--- src/rtl/exu_wbu.sv ---
// EXU writeback: merges ALU and buffered MDU results onto the GPR write port.
// ALU has priority; a starvation counter forces the MDU FIFO head through.
module exu_wbu #(
  parameter int FIFO_DEPTH   = 2,
  parameter int STARVE_LIMIT = 4
) (
  input  logic        clk,
  input  logic        rst_n,
  input  logic        alu_reg_we_i,
  input  logic [4:0]  alu_reg_waddr_i,
  input  logic [31:0] alu_result_i,
  input  logic        mdu_valid_i,
  output logic        mdu_ready_o,
  input  logic [4:0]  mdu_waddr_i,
  input  logic [31:0] mdu_result_i,
  input  logic        int_assert_i,
  output logic        alu_stall_o,
  output logic        reg_we_o,
  output logic [4:0]  reg_waddr_o,
  output logic [31:0] reg_wdata_o,
  output logic        mdu_wb_done_o,
  output logic [4:0]  mdu_wb_addr_o
);

  localparam int AW = $clog2(FIFO_DEPTH);

  logic [AW:0]   wr_ptr;
  logic [AW:0]   rd_ptr;
  logic [4:0]    addr_mem [FIFO_DEPTH];
  logic [31:0]   data_mem [FIFO_DEPTH];
  logic [3:0]    starve_cnt;

  logic          full;
  logic          empty;
  logic          push;
  logic          pop;
  logic          alu_req;
  logic          alu_win;
  logic [4:0]    head_addr;
  logic [31:0]   head_data;

  assign full  = (wr_ptr[AW] != rd_ptr[AW]) &&
                 (wr_ptr[AW-1:0] == rd_ptr[AW-1:0]);
  assign empty = (wr_ptr == rd_ptr);

  assign mdu_ready_o = rst_n & ~full;
  assign push        = mdu_valid_i & mdu_ready_o;
  assign alu_req     = alu_reg_we_i & (alu_reg_waddr_i != 5'd0);

  assign head_addr = addr_mem[rd_ptr[AW-1:0]];
  assign head_data = data_mem[rd_ptr[AW-1:0]];

  // Priority order: interrupt, forced drain, ALU, FIFO head.
  always_comb begin
    pop     = 1'b0;
    alu_win = 1'b0;
    if (int_assert_i) begin
      pop     = 1'b0;
    end else if (alu_stall_o && !empty) begin
      pop     = 1'b1;
    end else if (alu_req) begin
      alu_win = 1'b1;
    end else if (!empty) begin
      pop     = 1'b1;
    end
  end

  always_ff @(posedge clk) begin
    if (push) begin
      addr_mem[wr_ptr[AW-1:0]] <= mdu_waddr_i;
      data_mem[wr_ptr[AW-1:0]] <= mdu_result_i;
    end
  end

  always_ff @(posedge clk) begin
    if (!rst_n) begin
      wr_ptr        <= '0;
      rd_ptr        <= '0;
      starve_cnt    <= '0;
      alu_stall_o   <= 1'b0;
      reg_we_o      <= 1'b0;
      reg_waddr_o   <= '0;
      reg_wdata_o   <= '0;
      mdu_wb_done_o <= 1'b0;
      mdu_wb_addr_o <= '0;
    end else begin
      if (push) wr_ptr <= wr_ptr + 1'b1;
      if (pop)  rd_ptr <= rd_ptr + 1'b1;

      reg_we_o <= alu_win | (pop & (head_addr != 5'd0));
      if (alu_win) begin
        reg_waddr_o <= alu_reg_waddr_i;
        reg_wdata_o <= alu_result_i;
      end else if (pop && head_addr != 5'd0) begin
        reg_waddr_o <= head_addr;
        reg_wdata_o <= head_data;
      end

      mdu_wb_done_o <= pop;
      if (pop) mdu_wb_addr_o <= head_addr;

      alu_stall_o <= 1'b0;
      if (int_assert_i) begin
        starve_cnt <= starve_cnt;
      end else if (pop || empty) begin
        starve_cnt <= '0;
      end else if (alu_win) begin
        if (starve_cnt + 4'd1 == 4'(STARVE_LIMIT)) begin
          starve_cnt  <= '0;
          alu_stall_o <= 1'b1;
        end else if (starve_cnt != 4'hF) begin
          starve_cnt <= starve_cnt + 4'd1;
        end
      end
    end
  end

endmodule

--- config.mk ---
export PLATFORM = sky130hd
export DESIGN_NAME = exu_wbu
export DESIGN_NICKNAME = d
export VERILOG_FILES = /design/src/rtl/exu_wbu.sv
export SDC_FILE = /design/constraint.sdc
export NUM_CORES = 1
export LEC_CHECK = 0
export BUFFER_PORTS_ARGS = -buffer_cell sky130_fd_sc_hd__buf_2
export CORE_MARGIN = 2
export CORE_UTILIZATION = 48
export CTS_CLUSTER_DIAMETER = 50
export CTS_CLUSTER_SIZE = 20
export DETAILED_ROUTE_END_ITERATION = 8
export PLACE_DENSITY = 0.76
export SYNTH_ARGS = -nofsm -noshare
export SYNTH_HDL_FRONTEND = slang
export SYNTH_SLANG_ARGS = --single-unit
--- constraint.sdc ---
create_clock -name clk -period 2.55 [get_ports clk]
set_input_delay 0.1275 -clock clk [delete_from_list [all_inputs] [get_ports clk]]
set_output_delay 0.1275 -clock clk [all_outputs]
set_load 0.01 [all_outputs]
==> flow_summary.toml, run 1 <==
[timing]
finalMaxSlewViolations = 0
finalHoldViolCount = 0
max-slew-margin-rel_pct = 67.69
period_minus_slack_ps = 2195
clock_skew_ps = 8.610
rsz0062_at_grt = "false"
setup_tns_ps = 0
fin_ws_ps = 354.8
worst_pin_slew_ps = 482.8
fin_crit_sh_pct = 86.09
setup_viol = 0
holdWs_ps = 99.63
max_freq_ghz = 0.4555

[layout]
postLayoutCoreUtil_pct = 70.14
nets = 698
n_antenna_cell = 0
area_growth_syn_to_layout_pct = 42.85
layout_commonest_cell = "buf_2"
n_fill_cell = 713
final_cell_mix = "buf_2, nand2_1, dlygate4sd3_1"
drive_gt1_share_pct = 28.68

[placed_design]
post-dp-hpwl_mm = 7.847
gp_congestion = 0.7912
post-place-ws_ps = 454.9
place.port_buffers = 124

[clock_network]
clkLatencyLatePin_ps = 510
root_buffer = "clkbuf_8"
cts.sinks = 128
cts_made_buffers = 17
cts_buffer_depth = 2
cts_tree = "done"
cts_max_level = 4
cts_resized = 0
clk_pin_slew_ps = 60

[grt]
grt_pass1_vias = 4196
grt_max_degree = 39
grt_util_all_layers_pct = 24.46
grt-ovfl-total = 0
antenna_found_initial = 0
grt_pass1_wl_mm = 20.99

[routing]
postRouteAntennaNets = 0
drt_first_iter_violations = 220
vias = 4040
drc = 0
dr.pass1.iters = 5
routed_wl_mm = 13.08
wl_per_cell_um = 17.05
via_per_inst = 5.267

[logic_synthesis]
synth-edff-count = 74
synth_cell_types = 43
synth_top_family_by_area = "compound AO/OA/AOI/OAI gates"
synth_compound_area_share_pct = 11.46
synth_fa_ha_area_share_pct = 0.2480
syn_inst = 410
yosys.area.top_type_share_pct = 44.04
synthArstFlopShare_pct = 0
synth-warning-count = 0
synth.area.top_cells = "edfxtp_1, dfxtp_1, mux2i_1"
seq_area_frac_synth_pct = 65.46
synth_top_cell_by_area = "edfxtp_1"
yosys.area_share.simple_pct = 11.13
synth_xor_area_share_pct = 1.215
synth-seq-cells = 128
syn_nets = 490
synth_area_um2 = 5046
avgSynthCellArea_um2 = 12.31
synth_mux_area_share_pct = 7.538
ys.flop_type = "edfxtp_1"

[min_path]
min_path_cells = 3
hold_start = "rst_n"
hold_path_end = "mdu_wb_addr_o[3]$_SDFFE_PN0P_"
hold_class = "in -> reg"

[worst_setup_path]
r2r-start = "alu_stall_o$_SDFF_PP0_"
path_max_fanout = 17
startpoint_type = "primary input"
end_kind = "flip-flop"
critPathTopFamily = "simple AND/OR/NAND/NOR gates"
r2r_slack_ps = 520
crit_slowest_cell = "dlygate4sd3_1"
crit_chain = "dlygate4sd3_1, buf_2, or3_1, o22ai_4, buf_4, nand4_1, nor3b_1, o31ai_2"
worst-path-buf-inv = 3
cp-startpoint = "int_assert_i"
critPathMaxStageDelay_ps = 530
worst-setup-path-type = "in -> reg"
crit_arrival_ps = 2590
r2r_end = "reg_waddr_o[4]$_SDFFE_PN0P_"
worstRegToRegCells = 6
cp_data_required_time_ps = 2940

[floorplan]
initial_core_util_pct = 49.10
fp.coreArea_um2 = 10280
io_pins = 125
die_y_um = 106.5
die_x_um = 106.5
die-area_um2 = 11350
rows = 37

[pwr]
ir_worst_vdd_v = 0.0004059
p_total_mw = 5.338
cellLeakagePower_nw = 2.828
power.density_nw_per_um2 = 740.5

[outcome]
status = "finished clean"

[run]
drv_cap = 0
registers in the layout, indices dropped and copies added (netlist names), named ones only:
name           flops
data_mem          64
addr_mem          10
wr_ptr             2
alu_stall_o        1
starve_cnt         4
rd_ptr             2
reg_waddr_o        5
reg_wdata_o       32
mdu_wb_done_o      1
reg_we_o           1
mdu_wb_addr_o      5
kinds of logic (layout without fill, tap and decap cells):
group,after synthesis,after routing
XOR/XNOR,7,7
AND/OR/NAND/NOR,122,122
multiplexers,38,38
adder cells (fa/ha/maj),1,1
buffers and inverters,27,248
flip-flops,128,128
AO/OA/AOI/OAI,87,87
worst register-to-register path: stages, from the launching register on:
cell     delay [ps]
dfxtp_1         470
nor2b_1         120
o22ai_4         180
buf_4           270
nand4_1         310
nor3b_1         470
o31ai_2          90
synthesized netlist by cell type, types with 3 or more instances:
library cell / instances
o211a_1: 5
a32o_1: 4
nand2b_1: 5
o22ai_1: 33
o21ai_0: 4
nor2_1: 7
and2_1: 6
xnor2_1: 5
nand2_1: 80
buf_2: 14
buf_4: 4
nand3_1: 4
dfxtp_1: 54
o21ai_1: 30
edfxtp_1: 74
nor2b_1: 3
nor4_1: 3
clkbuf_1: 6
mux2i_1: 38
stage by stage:
step           cells  cell area [µm²]
4_1_cts          767             7208
2_1_floorplan    410             5049
6_report         767             7208
3_5_place_dp     659             5873
3_3_place_gp     659             5873
5_1_grt          767             7208
worst max-delay path by stage:
| stage | slack [ps] | end | cells after the start |
|---|---|---|---|
| finish | 350 | reg_waddr_o[4]$_SDFFE_PN0P_ | 8 |
| CTS | 370 | reg_waddr_o[4]$_SDFFE_PN0P_ | 8 |
| floorplan | 100 | addr_mem[0][0]$_DFFE_PP_ | 4 |
| global placement | 490 | reg_waddr_o[4]$_SDFFE_PN0P_ | 7 |
| global route | 200 | reg_waddr_o[4]$_SDFFE_PN0P_ | 8 |
| detailed placement | 450 | reg_waddr_o[4]$_SDFFE_PN0P_ | 7 |
report_power, final:
| part | switching [mW] | leakage [nW] | internal (mW) |
|---|---|---|---|
| combinational | 0.347 | 1.44 | 0.320 |
| clock | 0.919 | 0.269 | 1.40 |
| sequential | 0.0518 | 1.12 | 2.30 |
routing by layer:
layer / routed length, µm / vias up / track usage (%)
li1: - / 1929 / -
met1: 5171 / 1927 / 28.73
met2: 6857 / 168 / 43.59
met3: 902 / 16 / 6.376
met4: 146 / 0 / 8.071
met5: 0 / - / 0
area by class of cell:
class,count,area (µm²),share of cell area [%]
sequential,128,3304,45.84
multi-input combinational,255,1624,22.53
timing repair buffer,215,1531,21.25
clock buffer,17,414.1,5.746
tap,136,170.2,2.361
clock inverter,15,160.2,2.222
inverter,1,3.754,0.05207
repair_timing:
action / CTS / global route
hold buffers: 76 / 0
buffers inserted: 0 / 0
hold endpoints to repair: 113 / 0
(Power assumes the default switching activity.)
==> run 2, diff against run 1 <==
Settings changed: CORE_ASPECT_RATIO set to 1.1.
==> run 2 against run 1 <==
  * Core utilization shrank 0.49 points
  * Cell area decreased by 0.52%
  * Routed wire length fell by 0.37%
  * Clock skew up 2.2 ps
  * Register-to-register slack improved by 120 ps
  * Critical path depth is the same
  * Global-route usage decreased by 0.23 points
  * Worst hold slack lost 80 ps
  * Critical endpoint is now rd_ptr[0]$_SDFFE_PN0P_
  * Highest routed layer unchanged
==> flow_summary.toml, run 2 (synthesis results as in run 1) <==
[floorplan]
io_pins = 125
rows = 39
die-area_um2 = 11350
die_y_um = 111.5
initial_core_util_pct = 49.01
fp.coreArea_um2 = 10300
die_x_um = 101.8

[layout]
final_cell_count_no_fill = 770
largest_reg_flops = 64
layout_commonest_cell = "buf_2"
nets = 694
n_antenna_cell = 0
postLayoutCoreUtil_pct = 69.64
drive_gt1_share_pct = 27.91
area_growth_syn_to_layout_pct = 42.10
final_cell_mix = "buf_2, nand2_1, edfxtp_1"

[grt]
grt-ovfl-total = 0
grt_pass1_vias = 4380
antenna_found_initial = 0
grt_pass1_wl_mm = 21.00
grt_util_all_layers_pct = 24.23
grt_max_degree = 39

[timing]
clock_skew_ps = 10.86
rsz0062_at_grt = "false"
fin_crit_sh_pct = 80.90
setup_tns_ps = 0
finalMaxSlewViolations = 0
setup_viol = 0
period_minus_slack_ps = 2063
worst_pin_slew_ps = 424.4
finalHoldViolCount = 0
max-slew-margin-rel_pct = 71.46
fin_ws_ps = 487.1
max_freq_ghz = 0.4847

[clock_network]
cts_buffer_depth = 2
cts_tree = "done"
clk_pin_slew_ps = 50
cts_resized = 0
root_buffer = "clkbuf_16"
cts_max_level = 4
cts.sinks = 128
cts_made_buffers = 17
clkLatencyLatePin_ps = 410

[worst_setup_path]
end_kind = "flip-flop"
crit_arrival_ps = 2360
startpoint_type = "primary input"
worst-setup-path-type = "in -> reg"
cp_data_required_time_ps = 2850
path_max_fanout = 17

[pwr]
p_comb_share_pct = 12.2
cellLeakagePower_nw = 2.815
seq_power_share_pct = 43.8
internal-power_mw = 4.149
ir_worst_vdd_v = 0.0005362
power.density_nw_per_um2 = 748.8
power_frac_clock_pct = 44.0
switching_share_pct = 22.73
p_sw_mw = 1.220

[routing]
routed_wl_mm = 13.03
dr.pass1.iters = 4
via_per_inst = 5.243
drc = 0
vias = 4037
postRouteAntennaNets = 0
wl_per_cell_um = 16.92
drt_first_iter_violations = 222

[run]
drv_cap = 0

[min_path]
hold_class = "in -> reg"

[placed_design]
place.port_buffers = 124
gp_congestion = 0.8342
post-place-ws_ps = 625.5
placedCellCount = 665
post-dp-hpwl_mm = 7.928

[outcome]
status = "finished clean"
## run 2: changes by cell type in the layout (fill, tap and decap cells not counted), moves of 2 or more
cell and change:
clkinv_1 +5, clkinv_4 -2, clkinvlp_4 -2, inv_6 -4
dlygate4sd3_1 -3
## run 2: final timing paths
check / from / to / slack (ps) / cells after the start
setup / recovery: alu_reg_waddr_i[1] / rd_ptr[0]$_SDFFE_PN0P_ / 490 / 8
hold / removal: alu_reg_waddr_i[0] / reg_waddr_o[0]$_SDFFE_PN0P_ / 20 / 2
setup reg to reg: wr_ptr[0]$_SDFFE_PN0P_ / reg_wdata_o[18]$_SDFFE_PN0P_ / 640 / 6
hold reg to reg: starve_cnt[0]$_SDFFE_PN0P_ / starve_cnt[0]$_SDFFE_PN0P_ / 490 / 2
## run 2: power groups by stage
stage | Combinational, mW | Sequential [mW] | Clock [mW]
floorplan | 0.307 | 2.41 | 0
global placement | 0.536 | 2.39 | 0
detailed placement | 0.550 | 2.39 | 0
CTS | 0.641 | 2.35 | 2.39
global route | 0.708 | 2.36 | 2.49
finish | 0.655 | 2.35 | 2.36
## run 2: area by class of cell
cell class / instances / area [µm²]
flip-flops and latches: 128 / 3304
multi-input cells: 255 / 1617
fillers: 709 / 3126
inverters: 1 / 3.754
clock inverters: 14 / 146.4
well taps: 143 / 178.9
repair buffers: 211 / 1481
clock buffers: 18 / 439.2
## run 2: metal layers
metal	global-route usage [%]	vias up	wire [µm]
met3	5.650	26	750
met5	0	-	0
li1	-	1919	-
met1	29.29	1938	5282
met2	41.45	154	6736
met4	9.459	0	260
## run 2: critical path, cell delays in order
cell and delay [ps]:
dlygate4sd3_1 540, buf_2 150, or3_1 410, o22ai_4 190, buf_4 250, and2_1 380, xor2_1 120, and2_1 180
## run 2: metrics by stage
step / area, µm² / hold slack (ps) / power (mW)
after floorplan: 5049 / 226.4 / 2.719
after global placement: 5854 / 317.1 / 2.923
after detailed placement: 5854 / 319.0 / 2.944
after CTS: 7171 / 4.494 / 5.383
after global routing: 7171 / 14.10 / 5.562
final: 7171 / 19.51 / 5.370
## run 2: what timing repair did
| item | CTS | global route |
|---|---|---|
| hold buffers | 73 | 0 |
| endpoints found under the hold margin | 110 | 0 |
| setup buffers | 0 | 0 |
| endpoints found under the setup margin | 0 | 0 |
